### src/rtl/morph_seq_ctrl_if.sv
// Pixel source/sink, frame control and datapath signals for morph_seq_ctrl.
// The slave modport is the sequencer; the master side is its environment.
interface morph_seq_ctrl_if;
   logic       start;
   logic       op_dilate;
   logic       busy;
   logic       pix_in;
   logic       pix_in_valid;
   logic       pix_in_ready;
   logic       dp_rst;
   logic       dp_a;
   logic       dp_conf;
   logic       dp_out;
   logic       pix_out;
   logic       pix_out_valid;
   logic       pix_out_border;
   logic [7:0] out_row;
   logic [7:0] out_col;
   logic       done;
   logic       underflow;

   modport master (
      output start, op_dilate, pix_in, pix_in_valid, dp_out,
      input  busy, pix_in_ready, dp_rst, dp_a, dp_conf, pix_out, pix_out_valid,
             pix_out_border, out_row, out_col, done, underflow
   );

   modport slave (
      input  start, op_dilate, pix_in, pix_in_valid, dp_out,
      output busy, pix_in_ready, dp_rst, dp_a, dp_conf, pix_out, pix_out_valid,
             pix_out_border, out_row, out_col, done, underflow
   );
endinterface

### src/rtl/morph_seq_ctrl.sv
// Frame sequencer for a free-running 3x3 binary morphology datapath: clears it,
// streams one frame plus LAT flush slots, and tags each result with position.
module morph_seq_ctrl #(
   parameter int WIDTH  = 256,
   parameter int HEIGHT = 256,
   parameter int LAT    = 258,
   parameter int CW     = 18
) (
   input logic             clk,
   input logic             rst,
   morph_seq_ctrl_if.slave io
);
   typedef enum logic [2:0] {IDLE, CLEAR, STREAM, FLUSH, DONE} state_t;

   localparam logic [CW-1:0] G_LAST_PIX  = CW'(WIDTH * HEIGHT - 1);
   localparam logic [CW-1:0] G_FIRST_OUT = CW'(LAT);
   localparam logic [CW-1:0] G_LAST_OUT  = CW'(LAT + WIDTH * HEIGHT - 1);
   localparam logic [CW-1:0] G_MAX       = {CW{1'b1}};
   localparam logic [CW-1:0] G_ONE       = CW'(1);
   localparam logic [7:0]    COL_LAST    = 8'(WIDTH - 1);
   localparam logic [7:0]    ROW_LAST    = 8'(HEIGHT - 1);

   state_t        state_r;
   state_t        state_s;
   logic [CW-1:0] g_r;
   logic [7:0]    row_r;
   logic [7:0]    col_r;
   logic          conf_r;
   logic          uflow_r;
   logic          valid_s;
   logic          in_seq_s;

   // State register
   always_ff @(posedge clk) begin
      if (rst) begin
         state_r <= IDLE;
      end else begin
         state_r <= state_s;
      end
   end

   // Next-state logic; frame length is fixed by g, never by input availability
   always_comb begin
      state_s = state_r;
      case (state_r)
         IDLE: begin
            if (io.start) state_s = CLEAR;
            else          state_s = IDLE;
         end
         CLEAR:  state_s = STREAM;
         STREAM: begin
            if (g_r == G_LAST_PIX) state_s = FLUSH;
            else                   state_s = STREAM;
         end
         FLUSH: begin
            if (g_r == G_LAST_OUT) state_s = DONE;
            else                   state_s = FLUSH;
         end
         DONE:    state_s = IDLE;
         default: state_s = IDLE;
      endcase
   end

   assign in_seq_s = (state_r == STREAM) || (state_r == FLUSH);
   assign valid_s  = in_seq_s && (g_r >= G_FIRST_OUT) && (g_r <= G_LAST_OUT);

   // Sequence counter: runs through STREAM and FLUSH, saturates, idles at zero
   always_ff @(posedge clk) begin
      if (rst) begin
         g_r <= '0;
      end else if (in_seq_s) begin
         if (g_r != G_MAX) g_r <= g_r + G_ONE;
         else              g_r <= g_r;
      end else begin
         g_r <= '0;
      end
   end

   // Mode latch and sticky underflow, both rearmed by an accepted start
   always_ff @(posedge clk) begin
      if (rst) begin
         conf_r  <= 1'b0;
         uflow_r <= 1'b0;
      end else if ((state_r == IDLE) && io.start) begin
         conf_r  <= io.op_dilate;
         uflow_r <= 1'b0;
      end else if ((state_r == STREAM) && !io.pix_in_valid) begin
         conf_r  <= conf_r;
         uflow_r <= 1'b1;
      end else begin
         conf_r  <= conf_r;
         uflow_r <= uflow_r;
      end
   end

   // Result position: restarts each frame, advances only on valid results
   always_ff @(posedge clk) begin
      if (rst || (state_r == CLEAR)) begin
         row_r <= 8'd0;
         col_r <= 8'd0;
      end else if (valid_s) begin
         if (col_r == COL_LAST) begin
            col_r <= 8'd0;
            if (row_r == ROW_LAST) row_r <= 8'd0;
            else                   row_r <= row_r + 8'd1;
         end else begin
            col_r <= col_r + 8'd1;
            row_r <= row_r;
         end
      end else begin
         row_r <= row_r;
         col_r <= col_r;
      end
   end

   assign io.busy           = (state_r != IDLE);
   assign io.pix_in_ready   = (state_r == STREAM);
   assign io.dp_rst         = rst || (state_r == CLEAR);
   assign io.dp_a           = (state_r == STREAM) && io.pix_in_valid && io.pix_in;
   assign io.dp_conf        = conf_r;
   assign io.pix_out        = io.dp_out;
   assign io.pix_out_valid  = valid_s;
   assign io.pix_out_border = valid_s && ((row_r == 8'd0) || (row_r == ROW_LAST) ||
                                          (col_r == 8'd0) || (col_r == COL_LAST));
   assign io.out_row        = row_r;
   assign io.out_col        = col_r;
   assign io.done           = (state_r == DONE);
   assign io.underflow      = uflow_r;
endmodule

### src/flat_wrapper.sv
// flat-port wrapper written by rule: the top's interface ports become plain ports
module morph_seq_ctrl_flat 
#(
   parameter int WIDTH  = 256,
   parameter int HEIGHT = 256,
   parameter int LAT    = 258,
   parameter int CW     = 18
)
  (clk, rst, io_start, io_op_dilate, io_pix_in, io_pix_in_valid, io_dp_out, io_busy, io_pix_in_ready, io_dp_rst, io_dp_a, io_dp_conf, io_pix_out, io_pix_out_valid, io_pix_out_border, io_out_row, io_out_col, io_done, io_underflow);
  morph_seq_ctrl_if io_i ();
  input logic clk;
  input logic rst;
  input wire logic [$bits(io_i.start)-1:0] io_start;
  input wire logic [$bits(io_i.op_dilate)-1:0] io_op_dilate;
  input wire logic [$bits(io_i.pix_in)-1:0] io_pix_in;
  input wire logic [$bits(io_i.pix_in_valid)-1:0] io_pix_in_valid;
  input wire logic [$bits(io_i.dp_out)-1:0] io_dp_out;
  output wire logic [$bits(io_i.busy)-1:0] io_busy;
  output wire logic [$bits(io_i.pix_in_ready)-1:0] io_pix_in_ready;
  output wire logic [$bits(io_i.dp_rst)-1:0] io_dp_rst;
  output wire logic [$bits(io_i.dp_a)-1:0] io_dp_a;
  output wire logic [$bits(io_i.dp_conf)-1:0] io_dp_conf;
  output wire logic [$bits(io_i.pix_out)-1:0] io_pix_out;
  output wire logic [$bits(io_i.pix_out_valid)-1:0] io_pix_out_valid;
  output wire logic [$bits(io_i.pix_out_border)-1:0] io_pix_out_border;
  output wire logic [$bits(io_i.out_row)-1:0] io_out_row;
  output wire logic [$bits(io_i.out_col)-1:0] io_out_col;
  output wire logic [$bits(io_i.done)-1:0] io_done;
  output wire logic [$bits(io_i.underflow)-1:0] io_underflow;
  assign io_i.start = io_start;
  assign io_i.op_dilate = io_op_dilate;
  assign io_i.pix_in = io_pix_in;
  assign io_i.pix_in_valid = io_pix_in_valid;
  assign io_i.dp_out = io_dp_out;
  assign io_busy = io_i.busy;
  assign io_pix_in_ready = io_i.pix_in_ready;
  assign io_dp_rst = io_i.dp_rst;
  assign io_dp_a = io_i.dp_a;
  assign io_dp_conf = io_i.dp_conf;
  assign io_pix_out = io_i.pix_out;
  assign io_pix_out_valid = io_i.pix_out_valid;
  assign io_pix_out_border = io_i.pix_out_border;
  assign io_out_row = io_i.out_row;
  assign io_out_col = io_i.out_col;
  assign io_done = io_i.done;
  assign io_underflow = io_i.underflow;
  morph_seq_ctrl #(.WIDTH(WIDTH), .HEIGHT(HEIGHT), .LAT(LAT), .CW(CW)) u_core (.clk(clk), .rst(rst), .io(io_i));
endmodule
### config.mk
export PLATFORM = sky130hd
export DESIGN_NAME = morph_seq_ctrl_flat
export DESIGN_NICKNAME = d
export VERILOG_FILES = /design/src/rtl/morph_seq_ctrl_if.sv /design/src/rtl/morph_seq_ctrl.sv /design/src/flat_wrapper.sv
export SDC_FILE = /design/constraint.sdc
export NUM_CORES = 1
export LEC_CHECK = 0
export BUFFER_PORTS_ARGS = -buffer_cell sky130_fd_sc_hd__buf_2
export CAP_MARGIN = 40
export CORE_UTILIZATION = 30
export CTS_CLUSTER_DIAMETER = 50
export DETAILED_ROUTE_END_ITERATION = 10
export GPL_ROUTABILITY_DRIVEN = 1
export MAX_ROUTING_LAYER = met4
export PLACE_DENSITY_LB_ADDON = 0.25
export SKIP_LAST_GASP = 1
export SYNTH_ARGS = -nofsm -noshare
export SYNTH_HDL_FRONTEND = slang
export SYNTH_SLANG_ARGS = --single-unit
### constraint.sdc
create_clock -name clk -period 2.8 [get_ports clk]
set_input_delay 0.14 -clock clk [delete_from_list [all_inputs] [get_ports clk]]
set_output_delay 0.14 -clock clk [all_outputs]
set_load 0.1 [all_outputs]
==> run_results.csv, run 1 <==
group,metric,value,unit
final_layout,areaGrowthSynthToFinish,16.9,%
final_layout,num-nets-final,307,
global_route,grt_start_max_net_pins,17,
placement,portBuffers,30,
clock_tree,clk_latency,290,ps
yosys,ys_seq_area_share,36.0,%
worst_setup_path,r2r_cells,6,
yosys,synth_top_cell_by_area,"dfxtp_1",
detailed_routing,drtPass1Iterations,4,
detailed_routing,wl_per_cell,12.6,um
die,start_util,31.6,%
global_route,grt_pass1_wl,8.37,mm
yosys,syn_area_per_cell,8.37,sq um
sta,finClkSkew,10.5,ps
yosys,synth_top_area_share,36.0,%
flow_run,maxCapViolations,0,
worst_setup_path,worstPathBufferInverterCount,1,
final_layout,final_cell_mix,"dfxtp_1 (39), nor2_1 (33), buf_2 (30)",
sta,tns,0,ps
detailed_routing,vias,1951,
global_route,grt_overflow,0,
clock_tree,cts.clk_slew.worst_paths,70,ps
yosys,synth_ff_type,"dfxtp_1",
yosys,synth-edff-count,0,
yosys,synth_area,2170,sq um
final_layout,fin_cells,389,
worst_setup_path,worstPathArrival,2450,ps
placement,place_hpwl,3.60,mm
die,die_w,87.0,um
clock_tree,cts_hold_buffers,0,
yosys,synth_fp_nets,274,
yosys,synthArstFlopShare,0,%
clock_tree,cts_buffers,5,
sta,period_minus_slack,2590,ps
clock_tree,cts.repair.resized,0,
die,ios,33,
worst_setup_path,crit_fanout,6,
worst_setup_path,cp_slowest_cell,"nor4b_4",
yosys,synth_cell_types,50,
global_route,antenna_found_initial,0,
clock_tree,cts-root-buf,"clkbuf_8",
worst_setup_path,critPathTopFamily,"simple AND/OR/NAND/NOR gates",
min_path,hold_path.class,"in2reg",
clock_tree,clock-sinks,39,
power,ir_worst_vdd,0.000166,V
worst_setup_path,slowest_delay,410,ps
final_layout,antennaDiodeCount,0,
power,power,1.07,mW
yosys,ys_top_cells_by_area,"dfxtp_1 (36%), nor2_1 (5.9%), ha_1 (4.6%)",
global_route,grt_pass1_vias,1709,
power,p_leak,0.970,nW
yosys,ys_seq_elements,39,
run_status,status,"completed",
detailed_routing,drt_iter0_markers,82,
worst_setup_path,cp-end-kind,"output port",
sta,worst_pin_slew,642,ps
sta,max_freq,386,MHz
detailed_routing,drcViolationCount,0,
yosys,syn_inst,259,
clock_tree,htreeDepth,2,
placement,gp_congestion,0.781,
final_layout,layout-drive-gt1-share,19.1,%
placement,placedCellCount,381,
sta,period_share,92.6,%
die,num_rows,30,
clock_tree,cts_tree,"done",
sta,finalSetupViolations,0,
sta,hold_violations,0,
die,die_h,87.0,um
worst_setup_path,worstPathRequired,2660,ps
detailed_routing,wl,4.89,mm
clock_tree,cts_setup_buffers,0,
clock_tree,cts_buffer_depth,2,
placement,post_dp_cell_area,2430,sq um
sta,relSlewSlack,56.9,%
die,dieArea,7570,sq um
sta,maxSlewViolCount,0,
sta,rsz0062_at_grt,"false",
worst_setup_path,path_depth,6,
min_path,min_path_cells,2,
worst_setup_path,startpoint_type,"register",
final_layout,fin_area,2530,sq um
yosys,synth-warning-count,0,
detailed_routing,viasPerCell,5.02,
worst_setup_path,path_cells,"nor4_4, a21oi_2, nor4b_4, o211a_1, o21a_2, buf_2",
global_route,grt.total_usage,14.4,%
power,powerDensity,424,nW/um^2
worst_setup_path,critPathKind,"reg2out",
final_layout,mostFrequentLayoutCell,"dfxtp_1",
die,core,6870,sq um
detailed_routing,ant_nets,0,
## cell families after synthesis
group                    count (synthesis)  synth area share, %
AND/OR/NAND/NOR                        125                 32.8
buffers and inverters                   18                 3.52
AO/OA/AOI/OAI                           54                 16.9
XOR/XNOR                                14                 5.66
flip-flops                              39                 36.0
adder cells (fa/ha/maj)                  8                 4.62
multiplexers                             1                0.462
## power breakdown
part           internal (mW)  switching, mW  total (mW)
Combinational         0.0195         0.0736      0.0932
Sequential             0.559        0.00663       0.565
Clock                  0.225          0.191       0.416
Total                  0.803          0.271        1.07
## Yosys cell counts (all sizes together), types with 2 or more instances
cell type,instances
a21oi,16
a31oi,8
and2,2
and3,8
and4,3
buf,3
clkbuf,4
dfxtp,39
ha,8
inv,11
nand2,23
nand2b,2
nand3,8
nand3b,2
nand4,5
nor2,34
nor2b,4
nor3,11
nor3b,4
nor4,2
nor4b,3
o211a,2
o211ai,3
o21ai,13
o31ai,4
o41ai,2
or3,7
or4,5
or4b,2
xnor2,8
xor2,6
## final cells by class
class                           count  area [sq um]
Fill cell                         723          4330
Tap cell                           96           120
Clock buffer                        8           100
Multi-Input combinational cell    202          1320
Sequential cell                    39           781
Inverter                           11          41.3
Timing Repair Buffer               33           173
## routing by layer
metal	up-vias	track usage (%)	share of wire [%]
met2	39	22.1	46
li1	1002	-	-
met3	6	3.13	4.1
met1	904	18.8	49
met4	0	4.09	0.66
met5	-	-	0
## worst paths after layout
path	slack, ps	from	to
worst max-delay path	210	u_core.g_r[6]$_SDFFE_PP0P_	io_pix_out_border
worst min register to register	460	u_core.io.dp_conf$_SDFFE_PP0P_	u_core.io.dp_conf$_SDFFE_PP0P_
worst min-delay path	100	rst	u_core.io.dp_conf$_SDFFE_PP0P_
worst max register to register	450	u_core.g_r[6]$_SDFFE_PP0P_	u_core.io.out_row[3]$_SDFFE_PP0P_
## registers in the layout, indices dropped and copies added (netlist names)
register,flops
u_core.state_r,3
u_core.io.out_col,8
u_core.io.out_row,8
u_core.io.dp_conf,1
u_core.io.underflow,1
u_core.g_r,18
## through the flow
step / hold slack [ps] / util [%] / setup WS, ps
global placement: 281 / 35.4 / 529
CTS: 92.3 / 36.9 / 174
finish: 101 / 36.9 / 207
detailed placement: 281 / 35.4 / 467
global route: 105 / 36.9 / 21.4
floorplan: 209 / - / 81.6
## worst reg2reg max path, stage by stage, from the launching register on
cell      delay (ps)
dfxtp_1          370
nor4_4           380
a21oi_2          120
nor4b_4          410
o211ai_2         320
or4b_1           540
a21oi_1          140
Note: power is estimated with default switching activity, not from simulation.
==> inputs of run 2 (changes only) <==
CTS_BUF_LIST = sky130_fd_sc_hd__clkbuf_2 sky130_fd_sc_hd__clkbuf_4 sky130_fd_sc_hd__clkbuf_8   (was default)
SLEW_MARGIN = 10   (was default)
==> run 2 against run 1 <==
  * Non-clock buffer count unchanged
  * Highest routed layer unchanged
  * Clock skew about the same
  * Critical path type unchanged
  * Largest power group unchanged
  * Worst setup slack improved by 1.0 ps
  * Largest cell class unchanged
==> run_results.csv, run 2 (synthesized netlist as in run 1, its figures left out) <==
group,metric,value,unit
detailed_routing,ant_nets,0,
worst_setup_path,critPathKind,"reg2out",
power,powerDensity,427,nW/um^2
placement,post_dp_cell_area,2430,sq um
sta,rsz0062_at_grt,"false",
detailed_routing,wl_per_cell,12.6,um
global_route,antenna_found_initial,0,
sta,finClkSkew,10.3,ps
placement,gp_congestion,0.781,
sta,relSlewSlack,56.9,%
sta,worst_pin_slew,642,ps
clock_tree,cts_buffer_depth,2,
detailed_routing,drcViolationCount,0,
sta,maxSlewViolCount,0,
final_layout,final_core_util,37.0,%
placement,pre_cts_slack,467,ps
detailed_routing,wl,4.90,mm
sta,timing.hold.ws,101,ps
sta,period_minus_slack,2590,ps
run_status,status,"completed",
min_path,hold_path.class,"in2reg",
sta,finalSetupViolations,0,
worst_setup_path,slowest_delay,410,ps
sta,max_freq,386,MHz
worst_setup_path,rr_startpoint,"u_core.g_r[6]$_SDFFE_PP0P_",
detailed_routing,viasPerCell,5.02,
worst_setup_path,cp-end-kind,"output port",
final_layout,fin_area,2540,sq um
final_layout,layout-drive-gt1-share,19.5,%
worst_setup_path,worstReg2RegEnd,"u_core.io.out_row[3]$_SDFFE_PP0P_",
global_route,grt_pass1_vias,1709,
detailed_routing,drtPass1Iterations,4,
clock_tree,cts.clk_slew.worst_paths,70,ps
die,die_w,87.0,um
worst_setup_path,worstPathRequired,2660,ps
min_path,min_path_cells,2,
final_layout,n_fill_cell,721,
worst_setup_path,startpoint_type,"register",
die,die_h,87.0,um
die,dieArea,7570,sq um
sta,setup_slack,209,ps
worst_setup_path,r2r_slack,440,ps
min_path,hold_end,"u_core.io.dp_conf$_SDFFE_PP0P_",
sta,tns,0,ps
power,power,1.08,mW
clock_tree,cts_buffers,5,
global_route,grt.total_usage,14.4,%
placement,place_hpwl,3.60,mm
final_layout,num-nets-final,307,
final_layout,final_cell_mix,"dfxtp_1 (39), nor2_1 (33), buf_2 (30)",
min_path,hp-start,"rst",
die,start_util,31.6,%
worst_setup_path,cp_slowest_cell,"nor4b_4",
power,ir_worst_vdd,0.000166,V
die,core,6870,sq um
final_layout,largest_reg_flops,18,
final_layout,top_register,"u_core.g_r",
clock_tree,cts-root-buf,"clkbuf_8",
global_route,grt_overflow,0,
worst_setup_path,path_cells,"nor4_4, a21oi_2, nor4b_4, o211a_1, o21a_2, buf_2",
final_layout,fin_cells,389,
final_layout,antennaDiodeCount,0,
die,num_rows,30,
placement,placedCellCount,381,
detailed_routing,drt_iter0_markers,82,
flow_run,maxCapViolations,0,
worst_setup_path,r2r_cells,6,
clock_tree,cts_hold_buffers,0,
final_layout,areaGrowthSynthToFinish,17.1,%
detailed_routing,vias,1953,
worst_setup_path,crit_fanout,6,
placement,portBuffers,30,
clock_tree,htreeDepth,2,
clock_tree,clk_latency,290,ps
global_route,grt_pass1_wl,8.37,mm
final_layout,mostFrequentLayoutCell,"dfxtp_1",
global_route,grt_start_max_net_pins,17,
sta,period_share,92.6,%
worst_setup_path,worstPathArrival,2450,ps
power,p_leak,0.974,nW
clock_tree,cts_tree,"done",
clock_tree,cts.repair.resized,0,
die,ios,33,
sta,hold_violations,0,
clock_tree,cts_setup_buffers,0,
clock_tree,clock-sinks,39,
[run 2: power by group]
| part | internal (mW) | switching [mW] |
|---|---|---|
| Clock | 0.235 | 0.191 |
| Sequential | 0.559 | 0.00663 |
| Combinational | 0.0195 | 0.0736 |
[run 2: metal layers]
layer | share of wire [%] | global-route usage (%) | vias to the layer above
met3 | 4.0 | 3.13 | 6
met5 | 0 | - | -
met1 | 50 | 18.8 | 906
li1 | - | - | 1002
met4 | 0.65 | 4.09 | 0
met2 | 46 | 22.1 | 39
[run 2: how the worst max path moves through the flow]
stage | start | end | slack [ps] | cells past startpoint
2_1_floorplan | u_core.g_r[13]$_SDFFE_PP0P_ | io_pix_out_border | 80 | 5
3_3_place_gp | u_core.g_r[6]$_SDFFE_PP0P_ | u_core.io.out_row[3]$_SDFFE_PP0P_ | 530 | 6
3_5_place_dp | u_core.g_r[6]$_SDFFE_PP0P_ | u_core.io.out_row[3]$_SDFFE_PP0P_ | 470 | 6
4_1_cts | u_core.g_r[5]$_SDFFE_PP0P_ | io_pix_out_border | 170 | 6
5_1_grt | u_core.g_r[6]$_SDFFE_PP0P_ | io_pix_out_border | 20 | 6
6_report | u_core.g_r[6]$_SDFFE_PP0P_ | io_pix_out_border | 210 | 6
[run 2: cell type report]
type | instances | area [sq um] | share of cell area, %
Multi-Input combinational cell | 202 | 1320 | 52.0
Sequential cell | 39 | 781 | 30.8
Timing Repair Buffer | 33 | 173 | 6.80
Tap cell | 96 | 120 | 4.73
Clock buffer | 8 | 104 | 4.09
Inverter | 11 | 41.3 | 1.63
[run 2: worst max-delay path: cells and delay by family (launching register included)]
family | cells | cell delay, ps
buf+inv | 1 | 410
flops | 1 | 370
compound gates | 3 | 600
simple gates | 2 | 790
==> inputs of run 3 (changes only) <==
CORE_MARGIN = 2   (was default)
==> run 3 against run 2 <==
  * Clock-buffer cell count shrank 3
  * Core utilization down 0.074 points
  * Clock skew grew 7.2 ps
  * Clock power up 11%
  * Critical path type unchanged
  * Highest routed layer unchanged
==> run_results.csv, run 3 (synthesized netlist as in run 1, its figures left out) <==
group,metric,value,unit
final_layout,antennaDiodeCount,0,
sta,rsz0062_at_grt,"false",
global_route,grt.total_usage,13.4,%
detailed_routing,drt_iter0_markers,89,
power,pwr-share-comb,8.2,%
final_layout,areaGrowthSynthToFinish,17.5,%
worst_setup_path,startpoint_type,"register",
clock_tree,cts-root-buf,"clkbuf_8",
clock_tree,htreeDepth,2,
worst_setup_path,worstReg2RegEnd,"u_core.io.out_row[3]$_SDFFE_PP0P_",
detailed_routing,drcViolationCount,0,
clock_tree,cts_setup_buffers,0,
worst_setup_path,worstPathArrival,2450,ps
power,ir_worst_vdd,0.000250,V
final_layout,layout-drive-gt1-share,19.5,%
worst_setup_path,worstSetupEndpoint,"io_pix_out_border",
clock_tree,cts_buffer_depth,2,
worst_setup_path,critPathKind,"reg2out",
worst_setup_path,worstPathRequired,2660,ps
power,power,1.13,mW
die,die_h,89.0,um
clock_tree,clock-sinks,39,
final_layout,top_register,"u_core.g_r",
worst_setup_path,r2r_slack,400,ps
worst_setup_path,rr_startpoint,"u_core.g_r[6]$_SDFFE_PP0P_",
global_route,grt_pass1_vias,1746,
power,powerDensity,444,nW/um^2
sta,maxSlewViolCount,0,
final_layout,num-nets-final,307,
sta,hold_violations,0,
min_path,hold_path.class,"in2reg",
final_layout,mostFrequentLayoutCell,"dfxtp_1",
worst_setup_path,r2r_cells,6,
clock_tree,cts_buffers,5,
die,start_util,31.4,%
power,p_sw,0.288,mW
sta,period_minus_slack,2590,ps
detailed_routing,wl,4.91,mm
sta,worst_pin_slew,636,ps
sta,finClkSkew,17.5,ps
clock_tree,cts.repair.resized,0,
die,num_rows,30,
detailed_routing,wl_per_cell,12.6,um
placement,gp_congestion,0.854,
clock_tree,cts_tree,"done",
global_route,grt_overflow,0,
power,p_leak,0.978,nW
die,core,6910,sq um
placement,portBuffers,30,
power,internal_power,0.843,mW
die,dieArea,7920,sq um
sta,period_share,92.5,%
final_layout,final_cell_mix,"dfxtp_1 (39), nor2_1 (33), buf_2 (30)",
detailed_routing,vias,1923,
die,die_w,89.0,um
run_status,status,"completed",
global_route,grt_pass1_wl,8.21,mm
flow_run,maxCapViolations,0,
power,switching_share,25.4,%
sta,tns,0,ps
detailed_routing,ant_nets,0,
detailed_routing,viasPerCell,4.94,
worst_setup_path,crit_fanout,6,
placement,place_hpwl,3.63,mm
global_route,antenna_found_initial,0,
worst_setup_path,startpoint,"u_core.g_r[6]$_SDFFE_PP0P_",
final_layout,largest_reg_flops,18,
clock_tree,cts_hold_buffers,0,
sta,max_freq,386,MHz
sta,relSlewSlack,57.3,%
clock_tree,clk_latency,300,ps
detailed_routing,drtPass1Iterations,4,
global_route,grt_start_max_net_pins,17,
die,ios,33,
power,p_seq_share,50.0,%
power,clockPowerShare,41.8,%
sta,finalSetupViolations,0,
clock_tree,cts.clk_slew.worst_paths,90,ps
worst_setup_path,cp-end-kind,"output port",
## run 3: cell count changes in the layout (fill, tap and decap cells not counted)
cell,before,now
clkbuf_4,1,0
clkinv_2,0,1
clkbuf_8,7,5
bufinv_16,0,1
clkinv_4,0,1
## run 3: worst max-delay path: stages (launching register included)
cell	delay, ps
dfxtp_1	370
nor4_4	390
a21oi_2	120
nor4b_4	420
o211a_1	300
o21a_2	150
buf_2	410
## run 3: worst min path at each step
| stage | from | slack (ps) | depth (start not counted) | endpoint |
|---|---|---|---|---|
| finish | io_op_dilate | 80 | 3 | u_core.io.dp_conf$_SDFFE_PP0P_ |
| global route | rst | 90 | 2 | u_core.io.dp_conf$_SDFFE_PP0P_ |
| CTS | io_op_dilate | 80 | 3 | u_core.io.dp_conf$_SDFFE_PP0P_ |
| detailed placement | io_dp_out | 280 | 0 | io_pix_out |
| global placement | io_dp_out | 280 | 0 | io_pix_out |
| floorplan | rst | 210 | 1 | u_core.io.dp_conf$_SDFFE_PP0P_ |
## run 3: final cells by class
type | count | area [sq um]
Clock inverter | 3 | 43.8
Fill cell | 753 | 4360
Tap cell | 96 | 120
Multi-Input combinational cell | 202 | 1320
Clock buffer | 5 | 68.8
Timing Repair Buffer | 33 | 173
Inverter | 11 | 41.3
Sequential cell | 39 | 781
## run 3: metrics by stage
stage	hold slack, ps	util, %	std cells	worst slack [ps]	cell area [sq um]
after detailed placement	281	35.3	381	434	2430
after CTS	79.1	36.9	389	178	2550
after global placement	281	35.3	381	495	2430
after floorplan	209	-	259	81.6	2180
after global routing	85.4	36.9	389	54.3	2550
final	84.2	36.9	389	209	2550
## run 3: per-layer routing
metal	global-route usage, %	part of all wire [%]
met5	-	0
met4	2.85	0.39
met3	2.77	3.3
met2	21.3	45
met1	17.7	51
## run 3: power by group through the flow
stage               clock, mW  sequential [mW]  combinational [mW]
floorplan                   0            0.586              0.0702
global placement            0            0.578              0.0942
detailed placement          0            0.579              0.0939
CTS                     0.487            0.566              0.0940
global route            0.520            0.567              0.0999
finish                  0.472            0.566              0.0927
